$ cat src/rtl/lsu_pkg.sv
// Shared definitions for the load/store unit: funct3 codes, FSM states and
// the byte-lane selection helpers used by the align datapath.
package lsu_pkg;

    localparam int BYTES = 8;

    localparam logic [2:0] F3_B   = 3'b000;
    localparam logic [2:0] F3_H   = 3'b001;
    localparam logic [2:0] F3_W   = 3'b010;
    localparam logic [2:0] F3_D   = 3'b011;
    localparam logic [2:0] F3_BU  = 3'b100;
    localparam logic [2:0] F3_HU  = 3'b101;
    localparam logic [2:0] F3_WU  = 3'b110;
    localparam logic [2:0] F3_ILL = 3'b111;

    typedef enum logic [2:0] {
        ST_IDLE  = 3'd0,
        ST_RD    = 3'd1,
        ST_CAP   = 3'd2,
        ST_MERGE = 3'd3,
        ST_WR    = 3'd4,
        ST_DONE  = 3'd5
    } state_e;

    // Byte-lane mask touched by an access of size funct3[1:0] at offset a.
    function automatic logic [BYTES-1:0] lane_sel(input logic [2:0] f3, input logic [2:0] a);
        logic [BYTES-1:0] m;
        case (f3[1:0])
            2'b00:   m = 8'h01 << a;
            2'b01:   m = 8'h03 << {a[2:1], 1'b0};
            2'b10:   m = 8'h0F << {a[2], 2'b00};
            2'b11:   m = 8'hFF;
            default: m = 8'h00;
        endcase
        return m;
    endfunction

    // Widen a byte-lane mask to a 64-bit bit mask.
    function automatic logic [63:0] expand_mask(input logic [BYTES-1:0] b);
        logic [63:0] m;
        m = 64'd0;
        for (int i = 0; i < BYTES; i++) begin
            m[i*8 +: 8] = {8{b[i]}};
        end
        return m;
    endfunction

endpackage

$ cat src/rtl/lsu_align.sv
// Combinational datapath of the load/store unit: request legality check,
// load lane extraction with sign/zero extension, and subword store merge.
import lsu_pkg::*;

module lsu_align (
    input  logic [2:0]  chk_funct3,
    input  logic        chk_is_store,
    input  logic [2:0]  chk_addr_lo,
    output logic        chk_err,
    input  logic [2:0]  op_funct3,
    input  logic [2:0]  op_addr_lo,
    input  logic [63:0] rd_word,
    input  logic [63:0] merge_word,
    input  logic [63:0] store_data,
    output logic [63:0] load_val,
    output logic [63:0] merged
);

    logic        illegal_s;
    logic        misal_s;
    logic [63:0] shifted_s;
    logic [63:0] rep_s;
    logic [63:0] bitmask_s;

    // Flag illegal codes and accesses not naturally aligned to their size.
    always_comb begin
        illegal_s = (chk_funct3 == F3_ILL) || (chk_is_store && chk_funct3[2]);
        case (chk_funct3[1:0])
            2'b00:   misal_s = 1'b0;
            2'b01:   misal_s = chk_addr_lo[0];
            2'b10:   misal_s = |chk_addr_lo[1:0];
            2'b11:   misal_s = |chk_addr_lo;
            default: misal_s = 1'b0;
        endcase
        chk_err = illegal_s || misal_s;
    end

    // Bring the addressed lanes down to bit 0, then extend to 64 bits.
    always_comb begin
        shifted_s = rd_word >> {op_addr_lo, 3'b000};
        case (op_funct3)
            F3_B:    load_val = {{56{shifted_s[7]}},  shifted_s[7:0]};
            F3_H:    load_val = {{48{shifted_s[15]}}, shifted_s[15:0]};
            F3_W:    load_val = {{32{shifted_s[31]}}, shifted_s[31:0]};
            F3_D:    load_val = shifted_s;
            F3_BU:   load_val = {56'd0, shifted_s[7:0]};
            F3_HU:   load_val = {48'd0, shifted_s[15:0]};
            F3_WU:   load_val = {32'd0, shifted_s[31:0]};
            default: load_val = 64'd0;
        endcase
    end

    // Replicate store data across lanes and splice it in under the lane mask.
    always_comb begin
        case (op_funct3[1:0])
            2'b00:   rep_s = {8{store_data[7:0]}};
            2'b01:   rep_s = {4{store_data[15:0]}};
            2'b10:   rep_s = {2{store_data[31:0]}};
            2'b11:   rep_s = store_data;
            default: rep_s = store_data;
        endcase
        bitmask_s = expand_mask(lane_sel(op_funct3, op_addr_lo));
        merged    = (merge_word & ~bitmask_s) | (rep_s & bitmask_s);
    end

endmodule

$ cat src/rtl/load_store_unit.sv
// RV64 load/store unit: one request at a time, read-modify-write for subword
// stores, all outputs registered from the next-state decode.
import lsu_pkg::*;

module load_store_unit #(
    parameter int XLEN = 64
) (
    input  logic            clk,
    input  logic            reset,
    input  logic            req_valid,
    output logic            req_ready,
    input  logic            is_store,
    input  logic [2:0]      funct3,
    input  logic [XLEN-1:0] addr,
    input  logic [XLEN-1:0] store_data,
    output logic [XLEN-1:0] load_data,
    output logic            done,
    output logic            err,
    output logic [XLEN-1:0] mem_address,
    output logic [XLEN-1:0] mem_writeData,
    output logic            mem_MemWrite,
    output logic            mem_MemRead,
    input  logic [XLEN-1:0] mem_readData
);

    state_e          state_q, state_d;
    logic            is_store_q, is_store_d;
    logic [2:0]      funct3_q, funct3_d;
    logic [XLEN-1:0] addr_q, addr_d;
    logic [XLEN-1:0] store_data_q, store_data_d;
    logic [XLEN-1:0] word_q, word_d;
    logic [XLEN-1:0] load_data_q, load_data_d;
    logic            done_q, done_d;
    logic            err_q, err_d;
    logic            req_ready_q, req_ready_d;
    logic [XLEN-1:0] mem_address_q, mem_address_d;
    logic [XLEN-1:0] mem_writeData_q, mem_writeData_d;
    logic            mem_MemWrite_q, mem_MemWrite_d;
    logic            mem_MemRead_q, mem_MemRead_d;

    logic            accept_s;
    logic            chk_err_s;
    logic [XLEN-1:0] load_val_s;
    logic [XLEN-1:0] merged_s;
    logic [XLEN-1:0] aligned_s;

    lsu_align u_align (
        .chk_funct3   (funct3),
        .chk_is_store (is_store),
        .chk_addr_lo  (addr[2:0]),
        .chk_err      (chk_err_s),
        .op_funct3    (funct3_q),
        .op_addr_lo   (addr_q[2:0]),
        .rd_word      (mem_readData),
        .merge_word   (word_q),
        .store_data   (store_data_q),
        .load_val     (load_val_s),
        .merged       (merged_s)
    );

    // Next-state decode, request latching and next values of every output.
    always_comb begin
        state_d      = state_q;
        is_store_d   = is_store_q;
        funct3_d     = funct3_q;
        addr_d       = addr_q;
        store_data_d = store_data_q;
        word_d       = word_q;
        load_data_d  = load_data_q;
        accept_s     = req_valid && req_ready_q;

        case (state_q)
            ST_IDLE: begin
                if (accept_s) begin
                    is_store_d   = is_store;
                    funct3_d     = funct3;
                    addr_d       = addr;
                    store_data_d = store_data;
                    if (chk_err_s) begin
                        state_d = ST_DONE;
                    end else if (is_store && (funct3 == F3_D)) begin
                        state_d = ST_WR;
                    end else begin
                        state_d = ST_RD;
                    end
                end else begin
                    state_d = ST_IDLE;
                end
            end
            ST_RD:    state_d = ST_CAP;
            ST_CAP: begin
                word_d = mem_readData;
                if (is_store_q) begin
                    state_d = ST_MERGE;
                end else begin
                    state_d     = ST_DONE;
                    load_data_d = load_val_s;
                end
            end
            ST_MERGE: state_d = ST_WR;
            ST_WR:    state_d = ST_DONE;
            ST_DONE:  state_d = ST_IDLE;
            default:  state_d = ST_IDLE;
        endcase

        // Stores and rejected requests complete with a zero load result.
        if ((state_d == ST_DONE) && (state_q != ST_CAP)) begin
            load_data_d = {XLEN{1'b0}};
        end else begin
            load_data_d = load_data_d;
        end

        // The SD fast path leaves IDLE straight into WR, so use the live address.
        if (state_q == ST_IDLE) begin
            aligned_s = {addr[XLEN-1:3], 3'b000};
        end else begin
            aligned_s = {addr_q[XLEN-1:3], 3'b000};
        end

        req_ready_d    = (state_d == ST_IDLE);
        mem_MemRead_d  = (state_d == ST_RD);
        mem_MemWrite_d = (state_d == ST_WR);
        done_d         = (state_d == ST_DONE);
        err_d          = (state_q == ST_IDLE) && accept_s && chk_err_s;

        if ((state_d == ST_RD) || (state_d == ST_CAP) || (state_d == ST_MERGE) || (state_d == ST_WR)) begin
            mem_address_d = aligned_s;
        end else begin
            mem_address_d = {XLEN{1'b0}};
        end

        if ((state_d == ST_WR) && (state_q == ST_IDLE)) begin
            mem_writeData_d = store_data;
        end else if (state_d == ST_WR) begin
            mem_writeData_d = merged_s;
        end else begin
            mem_writeData_d = {XLEN{1'b0}};
        end
    end

    // State and output registers with synchronous reset that aborts any access.
    always_ff @(posedge clk) begin
        if (reset) begin
            state_q         <= ST_IDLE;
            is_store_q      <= 1'b0;
            funct3_q        <= 3'b000;
            addr_q          <= {XLEN{1'b0}};
            store_data_q    <= {XLEN{1'b0}};
            word_q          <= {XLEN{1'b0}};
            load_data_q     <= {XLEN{1'b0}};
            done_q          <= 1'b0;
            err_q           <= 1'b0;
            req_ready_q     <= 1'b1;
            mem_address_q   <= {XLEN{1'b0}};
            mem_writeData_q <= {XLEN{1'b0}};
            mem_MemWrite_q  <= 1'b0;
            mem_MemRead_q   <= 1'b0;
        end else begin
            state_q         <= state_d;
            is_store_q      <= is_store_d;
            funct3_q        <= funct3_d;
            addr_q          <= addr_d;
            store_data_q    <= store_data_d;
            word_q          <= word_d;
            load_data_q     <= load_data_d;
            done_q          <= done_d;
            err_q           <= err_d;
            req_ready_q     <= req_ready_d;
            mem_address_q   <= mem_address_d;
            mem_writeData_q <= mem_writeData_d;
            mem_MemWrite_q  <= mem_MemWrite_d;
            mem_MemRead_q   <= mem_MemRead_d;
        end
    end

    assign req_ready     = req_ready_q;
    assign load_data     = load_data_q;
    assign done          = done_q;
    assign err           = err_q;
    assign mem_address   = mem_address_q;
    assign mem_writeData = mem_writeData_q;
    assign mem_MemWrite  = mem_MemWrite_q;
    assign mem_MemRead   = mem_MemRead_q;

endmodule
$ cat config.mk
export PLATFORM = sky130hd
export DESIGN_NAME = load_store_unit
export DESIGN_NICKNAME = d
export VERILOG_FILES = /design/src/rtl/lsu_pkg.sv /design/src/rtl/lsu_align.sv /design/src/rtl/load_store_unit.sv
export SDC_FILE = /design/constraint.sdc
export NUM_CORES = 1
export LEC_CHECK = 0
export CAP_MARGIN = 20
export CELL_PAD_IN_SITES_DETAIL_PLACEMENT = 1
export CELL_PAD_IN_SITES_GLOBAL_PLACEMENT = 1
export CORE_MARGIN = 8
export CORE_UTILIZATION = 40
export DETAILED_ROUTE_END_ITERATION = 8
export PLACE_DENSITY = 0.94
export SLEW_MARGIN = 40
export SYNTH_ARGS = -nofsm -noshare
export SYNTH_HDL_FRONTEND = slang
export SYNTH_SLANG_ARGS = --single-unit
$ cat constraint.sdc
create_clock -name clk -period 4.25 [get_ports clk]
set_input_delay 0.425 -clock clk [delete_from_list [all_inputs] [get_ports clk]]
set_output_delay 0.425 -clock clk [all_outputs]
set_load 0.05 [all_outputs]
# ---- Yosys cells after proc, flatten, opt, wreduce, memory -nomap -nowiden
# Index checks and enable logic that the tools add are counted.
dict set report totals {
  regBits 396
  word_cells 83
  output_inout_bits 197
}
dict set report classes {
  shifts 4
  bitwise 6
  mux 12
  n_eq_ne 24
  reduce_logical 23
}
# cell n
set op_table {}
lappend op_table {{$pmux W64 S7} 1}
lappend op_table {{$pmux W64 S4} 1}
lappend op_table {{$mux W64} 3}
lappend op_table {{$and A64 B64 Y64} 2}
lappend op_table {{$not A64 Y64} 1}
lappend op_table {{$or A64 B64 Y64} 1}
lappend op_table {{$shr A64 B6 Y64} 1}
lappend op_table {{$pmux W8 S4} 1}
lappend op_table {{$eq A3 B2 Y1 const B} 7}
lappend op_table {{$eq A3 B3 Y1 const B} 7}
lappend op_table {{$pmux W3 S5} 1}
lappend op_table {{$mux W3} 4}
lappend op_table {{$eq A3 B1 Y1 const B} 3}
lappend op_table {{$logic_not A3 Y1} 3}
lappend op_table {{$eq A2 B2 Y1 const B} 4}
lappend op_table {{$shl A1 B3 Y8 const A} 1}
lappend op_table {{$shl A2 B3 Y8 const A} 1}
lappend op_table {{$shl A4 B3 Y8 const A} 1}
lappend op_table {{$logic_and A1 B1 Y1} 7}
lappend op_table {{$reduce_or A2 Y1} 3}
lappend op_table {{$logic_or A1 B1 Y1} 5}
lappend op_table {{$eq A2 B1 Y1 const B} 2}
lappend op_table {{$logic_not A2 Y1} 2}
lappend op_table {{$pmux W1 S4} 1}
lappend op_table {{other kinds (4)} 6}

# ---- Depth between registers and ports, before layout
dict set report depth {
  ltp_word 12
  mapped_depth 9
  depth_no_buf 5
}

# ---- Cells and area by module
# A second synthesis with hierarchy kept.
dict set report hier_totals {
  hier_cells 2197
  area_unflattened_um2 17964.7
}
# module cells_per_inst n_inst area_per_inst_um2
set modules_own_cells {}
lappend modules_own_cells {load_store_unit 1664 1 13561.8}
lappend modules_own_cells {lsu_align 533 1 4403.0}

# ---- Least setup slack after synthesis
# Ideal clock, no wire load.
dict set report synth_path {
  path_kind {reg-to-reg}
  startpoint {register req_ready_q, in the netlist req_ready}
  endpoint {register mem_writeData_q[48], in the netlist mem_writeData[48]}
  path_stages_with_launch 8
  setup_time_ps 79
  required_ps 4171
  path_slack_ps 2101
  arrival_time_ps 2070
  path_cell_list {dfxtp_1 a21oi_1 nor3_1 o22ai_2 or4b_1 buf_2 buf_4 a211oi_2}
}
dict set report synth_via {
  elab_chain_len 6
  word_cells_on_any_way 7
  classes_between {1 x eq/ne; 4 x mux; 2 x reduce/logical}
}
# element line_no
set synth_lines {}
lappend synth_lines {{start, declared} load_store_unit.sv:35} ;# logic req_ready_q, req_ready_d;
lappend synth_lines {{start signal, assigned} load_store_unit.sv:168} ;# req_ready_q <= req_ready_d;
lappend synth_lines {{$logic_and A1 B1 Y1 *} load_store_unit.sv:70} ;# accept_s = req_valid && req_ready_q;
lappend synth_lines {{$mux W3 *} load_store_unit.sv:74} ;# if (accept_s) begin
lappend synth_lines {{$pmux W3 S5 *} load_store_unit.sv:72} ;# case (state_q)
lappend synth_lines {{$eq A3 B3 Y1 *} {load_store_unit.sv:132, load_store_unit.sv:134}}
lappend synth_lines {{$mux W64 or $logic_and A1 B1 Y1 (tied branches)} {load_store_unit.sv:134, load_store_unit.sv:132}}
lappend synth_lines {{$mux W64 *} load_store_unit.sv:132} ;# if ((state_d == ST_WR) && (state_q == ST_IDLE)) begin
lappend synth_lines {{end signal, assigned} load_store_unit.sv:155} ;# mem_writeData_q <= {XLEN{1'b0}};
lappend synth_lines {{end signal, assigned} load_store_unit.sv:170} ;# mem_writeData_q <= mem_writeData_d;
lappend synth_lines {{end, declared} load_store_unit.sv:37} ;# logic [XLEN-1:0] mem_writeData_q, mem_writeData_d;
# Mark *: on every way between the ends. The rest lies on a longest branch, timed or not.
# A chain may end at the register's enable or synchronous reset.

# ---- Worst setup path in the final report
dict set report layout_path {
  startpoint {register funct3_q[0]}
  endpoint {register load_data_q[55], in the netlist load_data[55]}
}
dict set report layout_via {
  elab_chain_len 2
  word_cells_on_any_way 8
  classes_between {6 x eq/ne; 1 x mux; 1 x reduce/logical}
}
# element line_no
set layout_lines {}
lappend layout_lines {{start, declared} load_store_unit.sv:28} ;# logic [2:0] funct3_q, funct3_d;
lappend layout_lines {{start signal, assigned} load_store_unit.sv:161} ;# funct3_q <= funct3_d;
lappend layout_lines {{$eq A3 B3 Y1, or another cell as far along} lsu_align.sv:41} ;# case (op_funct3)
lappend layout_lines {{$pmux W64 S7 *} lsu_align.sv:41}
lappend layout_lines {{end signal, assigned} load_store_unit.sv:150} ;# load_data_q <= {XLEN{1'b0}};
lappend layout_lines {{end signal, assigned} load_store_unit.sv:165} ;# load_data_q <= load_data_d;
lappend layout_lines {{end, declared} load_store_unit.sv:32} ;# logic [XLEN-1:0] load_data_q, load_data_d;
# Marked as above.

==> impl_results.html <==
<table>
<tr><th>Metric</th><th>Value</th></tr>
<tr><th colspan="2">Status</th></tr>
<tr><td>Run status</td><td>complete, no violations</td></tr>
<tr><th colspan="2">GRT</th></tr>
<tr><td>Number of antenna violations at the first check in global routing</td><td>11</td></tr>
<tr><td>Total congestion overflow after global routing</td><td>0</td></tr>
<tr><td>Global-route wire length before repair</td><td>115000 µm</td></tr>
<tr><td>Via count of the first global-routing pass</td><td>18700</td></tr>
<tr><td>Largest net degree at the start of global routing</td><td>97</td></tr>
<tr><td>Global-route usage over all layers</td><td>29.0%</td></tr>
<tr><th colspan="2">Min path</th></tr>
<tr><td>Worst Min Path Start</td><td>reset</td></tr>
<tr><td>Worst min-delay path class</td><td>in -&gt; reg</td></tr>
<tr><td>Worst hold path endpoint</td><td>addr_q[27]</td></tr>
<tr><td>Cells on Worst Hold Path</td><td>2</td></tr>
<tr><th colspan="2">STA</th></tr>
<tr><td>Tmin final</td><td>3.03 ns</td></tr>
<tr><td>Unrepaired setup endpoints after global routing</td><td>false</td></tr>
<tr><td>Endpoints failing hold</td><td>0</td></tr>
<tr><td>Final setup violation count</td><td>0</td></tr>
<tr><td>Period utilisation layout</td><td>71.4%</td></tr>
<tr><td>Transition time at the pin with the least slew margin</td><td>between 0.8 and 0.9 ns</td></tr>
<tr><td>Clk_skew</td><td>0.0343 ns</td></tr>
<tr><td>Max-slew violation count</td><td>0</td></tr>
<tr><td>Relative max-transition margin</td><td>43.8%</td></tr>
<tr><td>Accumulated negative setup slack</td><td>0 ns</td></tr>
<tr><td>Maximum clock frequency</td><td>between 300 and 400 MHz</td></tr>
<tr><th colspan="2">Placement</th></tr>
<tr><td>Cell Area, Placed</td><td>between 0.02 and 0.025 mm²</td></tr>
<tr><td>Gpl congestion</td><td>around 0.94</td></tr>
<tr><td>Port Buffer Count</td><td>392</td></tr>
<tr><td>Placed wire-length estimate</td><td>54000 µm</td></tr>
<tr><th colspan="2">Yosys</th></tr>
<tr><td>Proportion of synthesized flip-flops having asynchronous set or reset</td><td>0%</td></tr>
<tr><td>Share of synthesized area occupied by flip-flops and latches</td><td>between 40 and 50%</td></tr>
<tr><td>Post-synthesis sequential element count</td><td>393</td></tr>
<tr><td>Post-synthesis instance total</td><td>between 2000 and 2500</td></tr>
<tr><td>Number of synthesized flops with an enable pin</td><td>0</td></tr>
<tr><td>Synth Cell Area</td><td>0.0176 mm²</td></tr>
<tr><td>Average instance area after synthesis</td><td>8.45 µm²</td></tr>
<tr><td>Distinct cell type count after synthesis</td><td>60</td></tr>
<tr><td>Number of warnings issued by yosys</td><td>0</td></tr>
<tr><td>Post-synth top flop</td><td>sky130_fd_sc_hd__dfxtp_1</td></tr>
<tr><th colspan="2">Layout</th></tr>
<tr><td>Final layout net count</td><td>2553</td></tr>
<tr><td>Area delta synth-&gt;final</td><td>32.7%</td></tr>
<tr><td>Most used cells in the layout excluding fill and tap cells</td><td>sky130_fd_sc_hd__nand2_1, sky130_fd_sc_hd__clkdlybuf4s50_1, sky130_fd_sc_hd__dfxtp_1</td></tr>
<tr><td>Final-layout fill cell count</td><td>5028</td></tr>
<tr><td>Final design area excluding fillers</td><td>0.0233 mm²</td></tr>
<tr><td>Fraction of final layout cells sized beyond drive strength 1</td><td>8.28%</td></tr>
<tr><td>Commonest non-fill, non-tap cell in the layout</td><td>sky130_fd_sc_hd__nand2_1</td></tr>
<tr><th colspan="2">Clock network</th></tr>
<tr><td>CTS H-Tree Depth</td><td>2</td></tr>
<tr><td>Count of hold buffers inserted by post-cts repair</td><td>0</td></tr>
<tr><td>Clock Sink Count</td><td>393</td></tr>
<tr><td>Post-CTS setup buffer count</td><td>0</td></tr>
<tr><td>Clock buffer depth</td><td>3</td></tr>
<tr><td>Total CTS buffers</td><td>45</td></tr>
<tr><td>CTS resizes</td><td>0</td></tr>
<tr><td>Reg clk slew, reported paths</td><td>0.06 ns</td></tr>
<tr><td>Buffer type at the clock tree root</td><td>sky130_fd_sc_hd__clkbuf_16</td></tr>
<tr><td>Clock network latency to the later pin of the worst-skew pair</td><td>0.59 ns</td></tr>
<tr><td>CTS tree</td><td>yes</td></tr>
<tr><th colspan="2">Die</th></tr>
<tr><td>I/O pin cnt</td><td>396</td></tr>
<tr><td>Area of the die</td><td>approximately 0.05 mm²</td></tr>
<tr><td>Die width</td><td>about 230 µm</td></tr>
<tr><td>Row count</td><td>77</td></tr>
<tr><td>Chip height</td><td>226 µm</td></tr>
<tr><td>Initial cell density of the core</td><td>40.1%</td></tr>
<tr><td>Area of the core</td><td>0.0438 mm²</td></tr>
<tr><th colspan="2">Worst setup path</th></tr>
<tr><td>Cell depth of the worst flop-to-flop path</td><td>5</td></tr>
<tr><td>Capture instance of the worst register-to-register path</td><td>load_data[55]</td></tr>
<tr><td>Maximum fanout count along the critical path</td><td>27</td></tr>
<tr><td>Worst Setup Start Kind</td><td>flop</td></tr>
<tr><td>Worst R2R Setup Slack</td><td>1.22 ns</td></tr>
<tr><td>Worst path required time</td><td>around 4.7 ns</td></tr>
<tr><td>Endpoint arrival time on the critical path</td><td>3.49 ns</td></tr>
<tr><td>Worst reg2reg path startpoint</td><td>funct3_q[0]</td></tr>
<tr><td>Type of element capturing the critical path</td><td>flop</td></tr>
<tr><td>Kind of critical path</td><td>reg -&gt; reg</td></tr>
<tr><th colspan="2">Detailed routing</th></tr>
<tr><td>Post-route DRC</td><td>0</td></tr>
<tr><td>Final Routed Wirelength</td><td>about 77000 µm</td></tr>
<tr><td>Average detailed-routed wire length per instance</td><td>around 26 µm</td></tr>
<tr><td>Via Count</td><td>18000</td></tr>
<tr><td>Remaining number of nets flagged by the antenna check after routing</td><td>0</td></tr>
<tr><td>Total iterations of the first detailed-routing run</td><td>5</td></tr>
<tr><td>Number of design-rule violations left by the first detailed-router iteration</td><td>1940</td></tr>
<tr><td>Via density</td><td>6.03</td></tr>
<tr><th colspan="2">Power</th></tr>
<tr><td>Peak VDD IR</td><td>0.491 mV</td></tr>
<tr><td>LEAKAGE</td><td>8.20 nW</td></tr>
<tr><td>Power per unit of standard cell area</td><td>658 mW/mm²</td></tr>
<tr><th colspan="2">Run</th></tr>
<tr><td>Max cap viols</td><td>0</td></tr>
</table>
cells in the mapped netlist (all sizes together), types with 4 or more instances:
cell / n / area [µm²]
a211oi: 100 / 801
and2: 12 / 75.1
mux2i: 146 / 1460
mux4: 15 / 338
and3: 4 / 25.0
nand3: 26 / 130
nor3: 17 / 95.1
o221ai: 8 / 70.1
nand2: 509 / 1910
a311oi: 6 / 52.6
nor2: 67 / 251
a31oi: 8 / 50.1
dfxtp: 393 / 7870
a21oi: 283 / 1420
a221oi: 27 / 236
nor2b: 9 / 56.3
o21a: 16 / 120
or2: 9 / 56.3
o31ai: 9 / 81.3
a22oi: 34 / 255
buf: 52 / 249
nand2b: 14 / 87.6
o311ai: 8 / 70.1
inv: 9 / 33.8
mux2: 30 / 338
o21ai: 16 / 80.1
o22ai: 15 / 100
clkbuf: 145 / 544
o211ai: 57 / 428
a21boi: 12 / 90.1
worst max-delay path by stage:
stage	start	to	slack [ns]	cells past startpoint
2_1_floorplan	req_ready	mem_writeData[48]	2.10	7
3_3_place_gp	funct3[0]	mem_writeData[3]	1.07	7
3_5_place_dp	funct3[0]	mem_writeData[5]	0.85	7
4_1_cts	funct3_q[0]	load_data[59]	1.09	5
5_1_grt	funct3_q[0]	load_data[48]	1.13	5
6_report	funct3_q[0]	load_data[55]	1.22	5
power breakdown:
part	internal [W]	total (W)	switching, W
Combinational	0.00203	0.00643	0.00440
Sequential	0.00435	0.00491	0.000559
Clock	0.00237	0.00402	0.00165
Total	0.00875	0.0154	0.00661
sequential cells by signal, summed over array words and instances (netlist names):
name,flops
mem_MemWrite,1
mem_address,61
funct3_q,3
is_store_q,1
word_q,64
mem_writeData,64
err,1
mem_MemRead,1
addr_q,64
req_ready,1
load_data,64
done,1
store_data_q,64
state_q,3
stage by stage:
stage	cells	worst slack (ns)	power, W	hold WS, ns	util, %
after CTS	2982	1.09	0.0153	0.342	53.2
after floorplan	2084	2.10	0.00903	0.431	-
final	2991	1.22	0.0154	0.366	53.3
after global routing	2990	1.13	0.0159	0.396	53.2
after detailed placement	2899	0.851	0.0112	0.446	49.7
after global placement	2899	1.07	0.0110	0.441	49.6
area by class of cell:
type / instances / area (µm²) / share of cell area (%)
Clock inverter: 18 / 159 / 0.681
Multi-Input combinational cell: 1485 / 8990 / 38.5
Timing Repair Buffer: 420 / 4150 / 17.8
Antenna cell: 9 / 22.5 / 0.0965
Clock buffer: 65 / 1370 / 5.89
Sequential cell: 393 / 7880 / 33.7
Tap cell: 592 / 741 / 3.17
Inverter: 9 / 33.8 / 0.145
kinds of logic after synthesis:
logic type / synth area share [%]
and+or+nand+nor: 15.6
AOI/OAI and AO/OA: 22.6
DFF: 44.7
buffers and inverters: 4.70
muxes: 12.2
xor gates and xnor gates: 0.149
other: 0.0213
critical path, cell delays in order (launching register included):
cell                       delay [ns]
sky130_fd_sc_hd__dfxtp_2         0.77
sky130_fd_sc_hd__nand2_2         0.46
sky130_fd_sc_hd__nor3_2          0.68
sky130_fd_sc_hd__nand2_1         0.42
sky130_fd_sc_hd__o21a_1          0.29
sky130_fd_sc_hd__a221oi_1        0.28
metal layers:
layer | vias up | routed length, µm | global-route usage [%]
met2 | 973 | 36600 | 47.5
met5 | - | 11 | 0
met1 | 8916 | 30300 | 35.4
li1 | 7907 | - | -
met4 | 2 | 4090 | 15.9
met3 | 251 | 6420 | 5.91
Note: power is estimated with default switching activity, not from simulation.
